## config.mk

```make
export PLATFORM = sky130hd
export DESIGN_NAME = mem_arbiter
export DESIGN_NICKNAME = d
export VERILOG_FILES = /design/src/rtl/mem_arbiter.sv
export SDC_FILE = /design/constraint.sdc
export NUM_CORES = 1
export LEC_CHECK = 0
export CORE_UTILIZATION = 39
export DETAILED_ROUTE_END_ITERATION = 8
export GPL_ROUTABILITY_DRIVEN = 0
export HOLD_SLACK_MARGIN = 0.05
export PLACE_DENSITY = 0.77
export SLEW_MARGIN = 30
export SYNTH_ARGS = -nofsm -noshare
export SYNTH_HDL_FRONTEND = slang
export SYNTH_SLANG_ARGS = --single-unit
```

## constraint.sdc

```tcl
create_clock -name clk -period 1.7 [get_ports clk]
set_input_delay 0.34 -clock clk [delete_from_list [all_inputs] [get_ports clk]]
set_output_delay 0.34 -clock clk [all_outputs]
set_load 0.05 [all_outputs]
```

## src/rtl/mem_arbiter.sv

```systemverilog
// mem_arbiter: two-master arbiter onto a single-port synchronous memory.
// Each granted transaction runs IDLE -> ACCESS -> DONE (three cycles).
// Build option MEM_ARBITER_RR_EN: when both masters request together, the
// master that was not granted last wins (round-robin). Without it, master 0
// always wins a tie (fixed priority).
module mem_arbiter #(
    parameter int AW = 16,
    parameter int DW = 16
) (
    input  logic          clk,
    input  logic          reset_b,
    input  logic          m0_req,
    input  logic          m0_rnw,
    input  logic [AW-1:0] m0_addr,
    input  logic [DW-1:0] m0_din,
    output logic [DW-1:0] m0_dout,
    output logic          m0_ack,
    input  logic          m1_req,
    input  logic          m1_rnw,
    input  logic [AW-1:0] m1_addr,
    input  logic [DW-1:0] m1_din,
    output logic [DW-1:0] m1_dout,
    output logic          m1_ack,
    output logic          mem_cs_b,
    output logic          mem_rnw,
    output logic [AW-1:0] mem_addr,
    output logic [DW-1:0] mem_dout,
    input  logic [DW-1:0] mem_din,
    output logic          owner
);

    typedef enum logic [1:0] {
        IDLE   = 2'b00,
        ACCESS = 2'b01,
        DONE   = 2'b10
    } state_t;

    state_t state, next_state;
    logic   rnw_r;
    logic   any_req;
    logic   grant;

    assign any_req = m0_req | m1_req;

    // Pick the winning master; only meaningful while some request is high.
    always_comb begin
`ifdef MEM_ARBITER_RR_EN
        grant = (m0_req && m1_req) ? ~owner : m1_req;
`else
        grant = ~m0_req;
`endif
    end

    // State register; reset always lands in IDLE, aborting any transaction.
    always_ff @(posedge clk) begin
        if (!reset_b) state <= IDLE;
        else          state <= next_state;
    end

    // Next-state and memory strobe / ack decode.
    always_comb begin
        next_state = IDLE;
        mem_cs_b   = 1'b1;
        mem_rnw    = 1'b1;
        m0_ack     = 1'b0;
        m1_ack     = 1'b0;
        case (state)
            IDLE:    next_state = any_req ? ACCESS : IDLE;
            ACCESS: begin
                mem_cs_b   = 1'b0;
                mem_rnw    = rnw_r;
                next_state = DONE;
            end
            DONE: begin
                m0_ack     = ~owner;
                m1_ack     = owner;
                next_state = IDLE;
            end
            default: next_state = IDLE;
        endcase
    end

    // Latch the winner's request at grant; capture read data at end of ACCESS.
    // Address and write data stay put outside ACCESS so the bus does not toggle.
    always_ff @(posedge clk) begin
        if (!reset_b) begin
            rnw_r    <= 1'b1;
            mem_addr <= '0;
            mem_dout <= '0;
            owner    <= 1'b1;
            m0_dout  <= '0;
            m1_dout  <= '0;
        end else begin
            if (state == IDLE && any_req) begin
                owner    <= grant;
                rnw_r    <= grant ? m1_rnw  : m0_rnw;
                mem_addr <= grant ? m1_addr : m0_addr;
                mem_dout <= grant ? m1_din  : m0_din;
            end
            if (state == ACCESS && rnw_r) begin
                if (owner) m1_dout <= mem_din;
                else       m0_dout <= mem_din;
            end
        end
    end

endmodule

```

## Word level (Yosys, flattened, before mapping)

Index checks and enable logic that the tools add are counted.

| storage, ports and cells | value |
|---|---|
| register bits | 68 |
| bits in latches | 0 |
| RAM bits | 0 |
| bits in read-only memories | 0 |
| logic and storage cells | 26 |
| memories kept | 0 |

| operators by class | value |
|---|---|
| $add $sub $neg | 0 |
| multiply operators | 0 |
| div/mod/pow operators | 0 |
| order comparisons | 0 |
| eq/ne operators | 2 |
| shifts and indexed selects | 0 |
| muxes and demuxes | 9 |
| bitwise logic cells | 3 |
| reduce and logical (&&, ||, !) cells | 5 |

Operators by type and width:

| kind | count |
|---|---|
| 16-bit two-way mux | 2 |
| 1-bit two-way mux | 6 |
| 2-bit case mux with 2 select lines | 1 |
| 2-bit AND reduction | 2 |
| 2-bit by 1-bit equality test with 1-bit output, second input constant | 1 |
| 2-bit equality test, second input constant | 1 |
| 1-bit logical AND | 2 |
| 2-bit logical NOT | 1 |
| 1-bit inverter | 2 |
| 1-bit bitwise OR | 1 |

## Depth between registers and ports, before layout

| depth | value |
|---|---|
| depth after elaboration | 3 |
| mapped depth | 7 |
| gate-level depth less buffers | 3 |

## Worst setup path after synthesis

No wires, ideal clock.

| timing | value |
|---|---|
| path kind | flip-flop to output port |
| start | register owner |
| end | output m0_ack |
| data arrival time | 1.728 ns |
| required time | 1.360 ns |
| path slack | -0.368 ns |
| stages on the path, launching flop included | 2 |
| cells stage by stage | dfxtp_1 nor3b_1 |

| between the ends | value |
|---|---|
| longest elaborated chain between the ends | 2 |

RTL lines:

| item | RTL line | RTL |
|---|---|---|
| start: declaration | 29 | `output logic owner` |
| start signal: assignment | 95 | `owner <= grant;` |
| 1-bit inverter (no line) | -- |  |
| 1-bit two-way mux | 67 | `case (state)` |
| end: declaration | 17 | `output logic m0_ack,` |

Every way passes these cells.

## Worst setup path in the final report

| timing | value |
|---|---|
| start | register state[1] |
| end | output mem_rnw |

| between the ends | value |
|---|---|
| longest elaborated chain between the ends | 2 |

RTL lines:

| item | RTL line | RTL |
|---|---|---|
| start: declaration | 38 | `state_t state, next_state;` |
| start signal: assignment | 57 | `else state <= next_state;` |
| 2-bit by 1-bit equality test with 1-bit output | 67 |  |
| 1-bit two-way mux | 67 |  |
| end: declaration | 25 | `output logic mem_rnw,` |

Every way passes these cells.

==> metrics <==
critical path arrival around 1.3 ns; HP Class input port to register; Yosys reg bits ~70; mapped cell area approximately 2900 sq um; Setup Skew 0.00533 ns; DRT iter0 DRCs 100; Fin Hold WS 0.432 ns; Lkg Pwr 1.92 nW; Post-CTS Hold Fix Bufs 0; Final Cell Area 4630 sq um; die area 7800 sq um; final worst path period share 93.3%; R2R cell count 4; Crit. End Element output pin; GRT Residual Overflow 0; chip height about 88 microns; H-Tree Depth 3; initial antenna violation count 0; vias in the first global route between 2,000 and 3,000; Routed Antenna Nets 0; fin util 64.2%; Synth Instances slightly below 300; met3 Usage GRT 5.50%; Final Hold Viols 0; hold depth 3; Root Buffer clkbuf_8; synthesized net count 379; drt drc 0; WL final about 8000 microns; Netlist cell types 28; Worst-path clk slew 0.06 ns; DR pass1 iterations 4; GRT Max-Usage Layer met2; Clock Sinks between 60 and 70; # setup viols final 0; clock latency on the worst-skew pair 0.32 ns; detailed-route via count 2,719; Pins Over Slew Limit 0; grt met1 use 25.2%; Layout area overhead 59.4%; RSZ-0062 raised after global routing no; Num CTS Buffers 9; clock period minus worst slack 1.59 ns; FILL cells 617; Post-DP HPWL 5990 microns; synth warn 0; drt wl/cell ~15 microns; Finished Layout Cells 543; CTS tree built; Worst EP required 1.36 ns; Core Region 7210 sq um; # diodes 0; pwr dens 947 nW/um^2; DR vias/cell roughly 5.0; synthesized area per cell 9.91 sq um; I/O pin total 155; first-pass GRT wire length 12,000 microns; Least-Margin Pin Slew 0.273 ns; pin count of the biggest net entering global routing 54; Nets between 500 and 600; Die Width about 88 microns; Sum Neg Setup Slack 0 ns; critical-path maximum fanout 6; Place WS 0.0124 ns; Buffers on Ports 154; placed instance area 4450 sq um; critical path type register to output pin; setup ws final 0.113 ns; Initial Util 40.3%; Max Fclk 630 MHz; relative slew slack between 80% and 90%; Placed Instances 529; Rows 31; outcome completed; register area share after synthesis 46.9%; layout cells sized above 1 29.7%; startpoint types register; GR Util met2 32.0%; max-cap violations 0; Total GRT Usage 20.0%; overall power 4.38 mW; Longest Clk Path Bufs 2; Worst VDD drop 0.404 mV
where the power goes:
part           total, mW  switching [mW]  internal [mW]
Clock               1.19           0.536          0.658
Sequential          1.80          0.0761           1.72
Combinational       1.39           0.828          0.564
synthesized netlist by cell type (all sizes together):
| library cell | number | area (sq um) |
|---|---|---|
| o2111ai | 1 | 8.76 |
| nor2 | 2 | 10.0 |
| o211ai | 1 | 12.5 |
| clkbuf | 19 | 71.3 |
| nor3b | 1 | 7.51 |
| o211a | 2 | 20.0 |
| and2 | 2 | 15.0 |
| nand3 | 34 | 170 |
| and3b | 1 | 8.76 |
| nand2b | 3 | 18.8 |
| dfxtp | 68 | 1360 |
| nand4b | 1 | 8.76 |
| nand4bb | 1 | 11.3 |
| inv | 2 | 7.50 |
| and3 | 1 | 6.26 |
| a21oi | 31 | 155 |
| buf | 11 | 88.8 |
| mux2i | 32 | 320 |
| o21ai | 33 | 165 |
| or2 | 1 | 6.26 |
| a211oi | 30 | 370 |
| nand2 | 16 | 60.1 |
worst paths after layout:
path | start | end | slack (ns)
worst max register to register | owner | m0_dout[1] | 0.47
worst min-delay path | reset_b | rnw_r | 0.43
worst max-delay path | state[1] | mem_rnw | 0.11
worst min register to register | m1_dout[15] | m1_dout[15] | 0.46
layout make-up:
cell class              count  area (sq um)  area share, %
repair buffers            167          1580           34.2
inverters                   2          7.51          0.162
clock buffers              11           131           2.84
clock inverters             3          40.0          0.865
well taps                  99           124           2.68
flip-flops and latches     68          1360           29.4
multi-input cells         193          1380           29.9
routing by layer:
metal | share of wire, % | vias to the layer above | routed length [microns]
met3 | 9.4 | 13 | 751
met5 | 0 | - | 0
li1 | - | 1363 | -
met2 | 45 | 109 | 3590
met1 | 44 | 1234 | 3510
met4 | 1.8 | 0 | 142
cells in the final DEF, fill, tap and decap left out, types with 9 or more instances in the layout:
| cell type | n |
|---|---|
| buf_12 | 10 |
| nand3_1 | 34 |
| mux2i_1 | 32 |
| buf_4 | 72 |
| clkbuf_8 | 9 |
| o21ai_1 | 33 |
| clkdlybuf4s50_1 | 83 |
| dfxtp_1 | 67 |
| nand2_1 | 16 |
| a211oi_2 | 29 |
| a21oi_1 | 31 |
cell families after synthesis:
logic type / after synthesis / synth area share [%]
muxes: 32 / 11.0
AOI/OAI and AO/OA: 98 / 25.2
DFF: 68 / 46.9
and+or+nand+nor: 63 / 11.1
buffers and inverters: 32 / 5.77
critical path: stages (launching register included):
cell and delay, ns:
dfxtp_1 0.35, nand2b_2 0.23, nand2b_1 0.19, buf_12 0.16
registers in the layout (all words and copies together), names as in the netlist:
register / count
m0_dout: 16
m1_dout: 16
mem_addr: 16
mem_dout: 16
state: 2
owner: 1
rnw_r: 1
what timing repair did:
| action | in CTS | in global routing |
|---|---|---|
| endpoints found under the setup margin | 0 | 1 |
| gates resized for setup | 0 | 2 |
| endpoints found under the hold margin | 0 | 0 |
| buffers inserted | 0 | 0 |
No activity file was read; power rests on OpenSTA's default activity.
==> variant, RTL diff (same flow settings) <==
Build with the macro `MEM_ARBITER_RR_EN` defined.
--- a/src/rtl/mem_arbiter.sv
+++ b/src/rtl/mem_arbiter.sv
@@ -4,4 +4,6 @@
 // master that was not granted last wins (round-robin). Without it, master 0
 // always wins a tie (fixed priority).
+`define MEM_ARBITER_RR_EN
+
 module mem_arbiter #(
     parameter int AW = 16,
Check against the original RTL: not equivalent (a bounded check fails within 10 cycles, from zero or initial values and one cycle with reset_b low).
==> variant against the unedited design <==
  * Synthesized area is 5.6% lower
  * Clock skew is 0.0013 ns lower
  * Critical path depth is 1 lower
  * Final area is 3.6% lower
  * Power is 0.92% lower
  * Global-route usage is 2.2 points higher
  * Sequential cell count stayed put
  * Via count is 5.3% higher
  * Hold slack worse by 0.011 ns
  * Non-clock buffer count is 1 lower
  * Routed wire length is 0.80% lower
  * Worst setup slack worse by 0.020 ns
==> variant: results (changes against the unedited design) <==
Initial DRC Count=111 (+11%); M1 GR Usage=27.2% (+1.9 points); largest net degree at the start of global routing=69 (+28%); HPWL Detailed=5680 um (-5.2%); Signal inverters=1 (-1); DP Worst Slack=-0.0974 ns (-0.110 ns); Distinct cells, synth=25 (-11%); buffers outside the clock class=166 (-0.60%); top cells by count, synth=nand2_1 (131), dfxtp_1 (68), a31oi_1 (32); filler instances=611 (-0.97%); worst reg2reg path startpoint=state[0]$_SDFF_PN0_; capture point of the worst path=m0_ack; status=complete, no violations; mux cell area share after synthesis=0.365% (-11 points); P_leak=1.84 nW (-4.2%); Hold Path End=owner$_SDFFE_PN1P_; Signal buf overhead=34.5% (+0.38 points); Synth area leaders=dfxtp_1 (50%), nand2_1 (18%), a31oi_1 (7.3%), a21boi_1 (5.5%), o21ai_0 (5.5%); via-per-instance ratio=4.84 (-3.4%); syn_nets=428 (+13%); Worst-Skew Late Latency=0.34 ns (+0.02 ns); flop2flop setup slack=0.37 ns (-0.10 ns); Worst VDD drop=0.000565 V (+40%); clock-cell share of area=4.21% (+0.50 points); max incr delay on CP=0.46 ns (+0.11 ns); layout cells sized above 1=21.2% (-8.6 points); met3 Use GR=7.31% (+1.8 points); metal2 WL=3650 um (+1.7%); final wirelength=7930 um (-0.80%); multi-input combinational area share=27.9% (-1.9 points); Reg-to-Reg End=m1_dout[12]$_SDFFE_PN0P_; total track usage=22.3% (+2.2 points); Seq/Total Area, Yosys=49.7% (+2.8 points); Multi-In Gates=245 (+27%); slew margin rel.=80.9% (-0.37 points); cell family with most CP delay=flip-flops; hold slack=0.421 ns (-0.0112 ns); final setup skew=0.00400 ns (-0.00133 ns); Synth Area in Compound Gates=22.9% (-2.3 points); worst reg-to-reg path cell count=5 (+1); wire length on met3=623 um (-17%); Worst Path Arrival=1.27 ns (+0.02 ns)
variant: cell count changes in the layout (fill, tap and decap cells not counted), moves of 12 or more:
cell	before	now
a21oi_1	31	0
nand2_1	16	131
nand3_1	34	1
a31oi_1	0	32
mux2i_1	32	1
a21boi_0	0	12
a211oi_2	29	0
o21ai_0	0	30
a21boi_1	0	20
o21ai_1	33	3
variant: metrics by stage:
step | std cells | util [%] | power (mW)
6_report | 592 | 65.7 | 4.34
5_1_grt | 592 | 65.7 | 4.53
4_1_cts | 592 | 65.7 | 4.38
3_5_place_dp | 576 | 62.9 | 3.14
3_3_place_gp | 576 | 62.9 | 3.13
2_1_floorplan | 342 | - | 2.60
variant: power breakdown:
| part | internal (mW) | total, mW | switching, mW |
|---|---|---|---|
| logic | 0.510 | 1.29 | 0.782 |
| registers | 1.73 | 1.81 | 0.0869 |
| clock network | 0.608 | 1.24 | 0.632 |
variant: worst min-delay path, delay by kind of cell:
family	cells	cell delay, ns
buffers and inverters	2	0.29
and+or+nand+nor	1	0.08
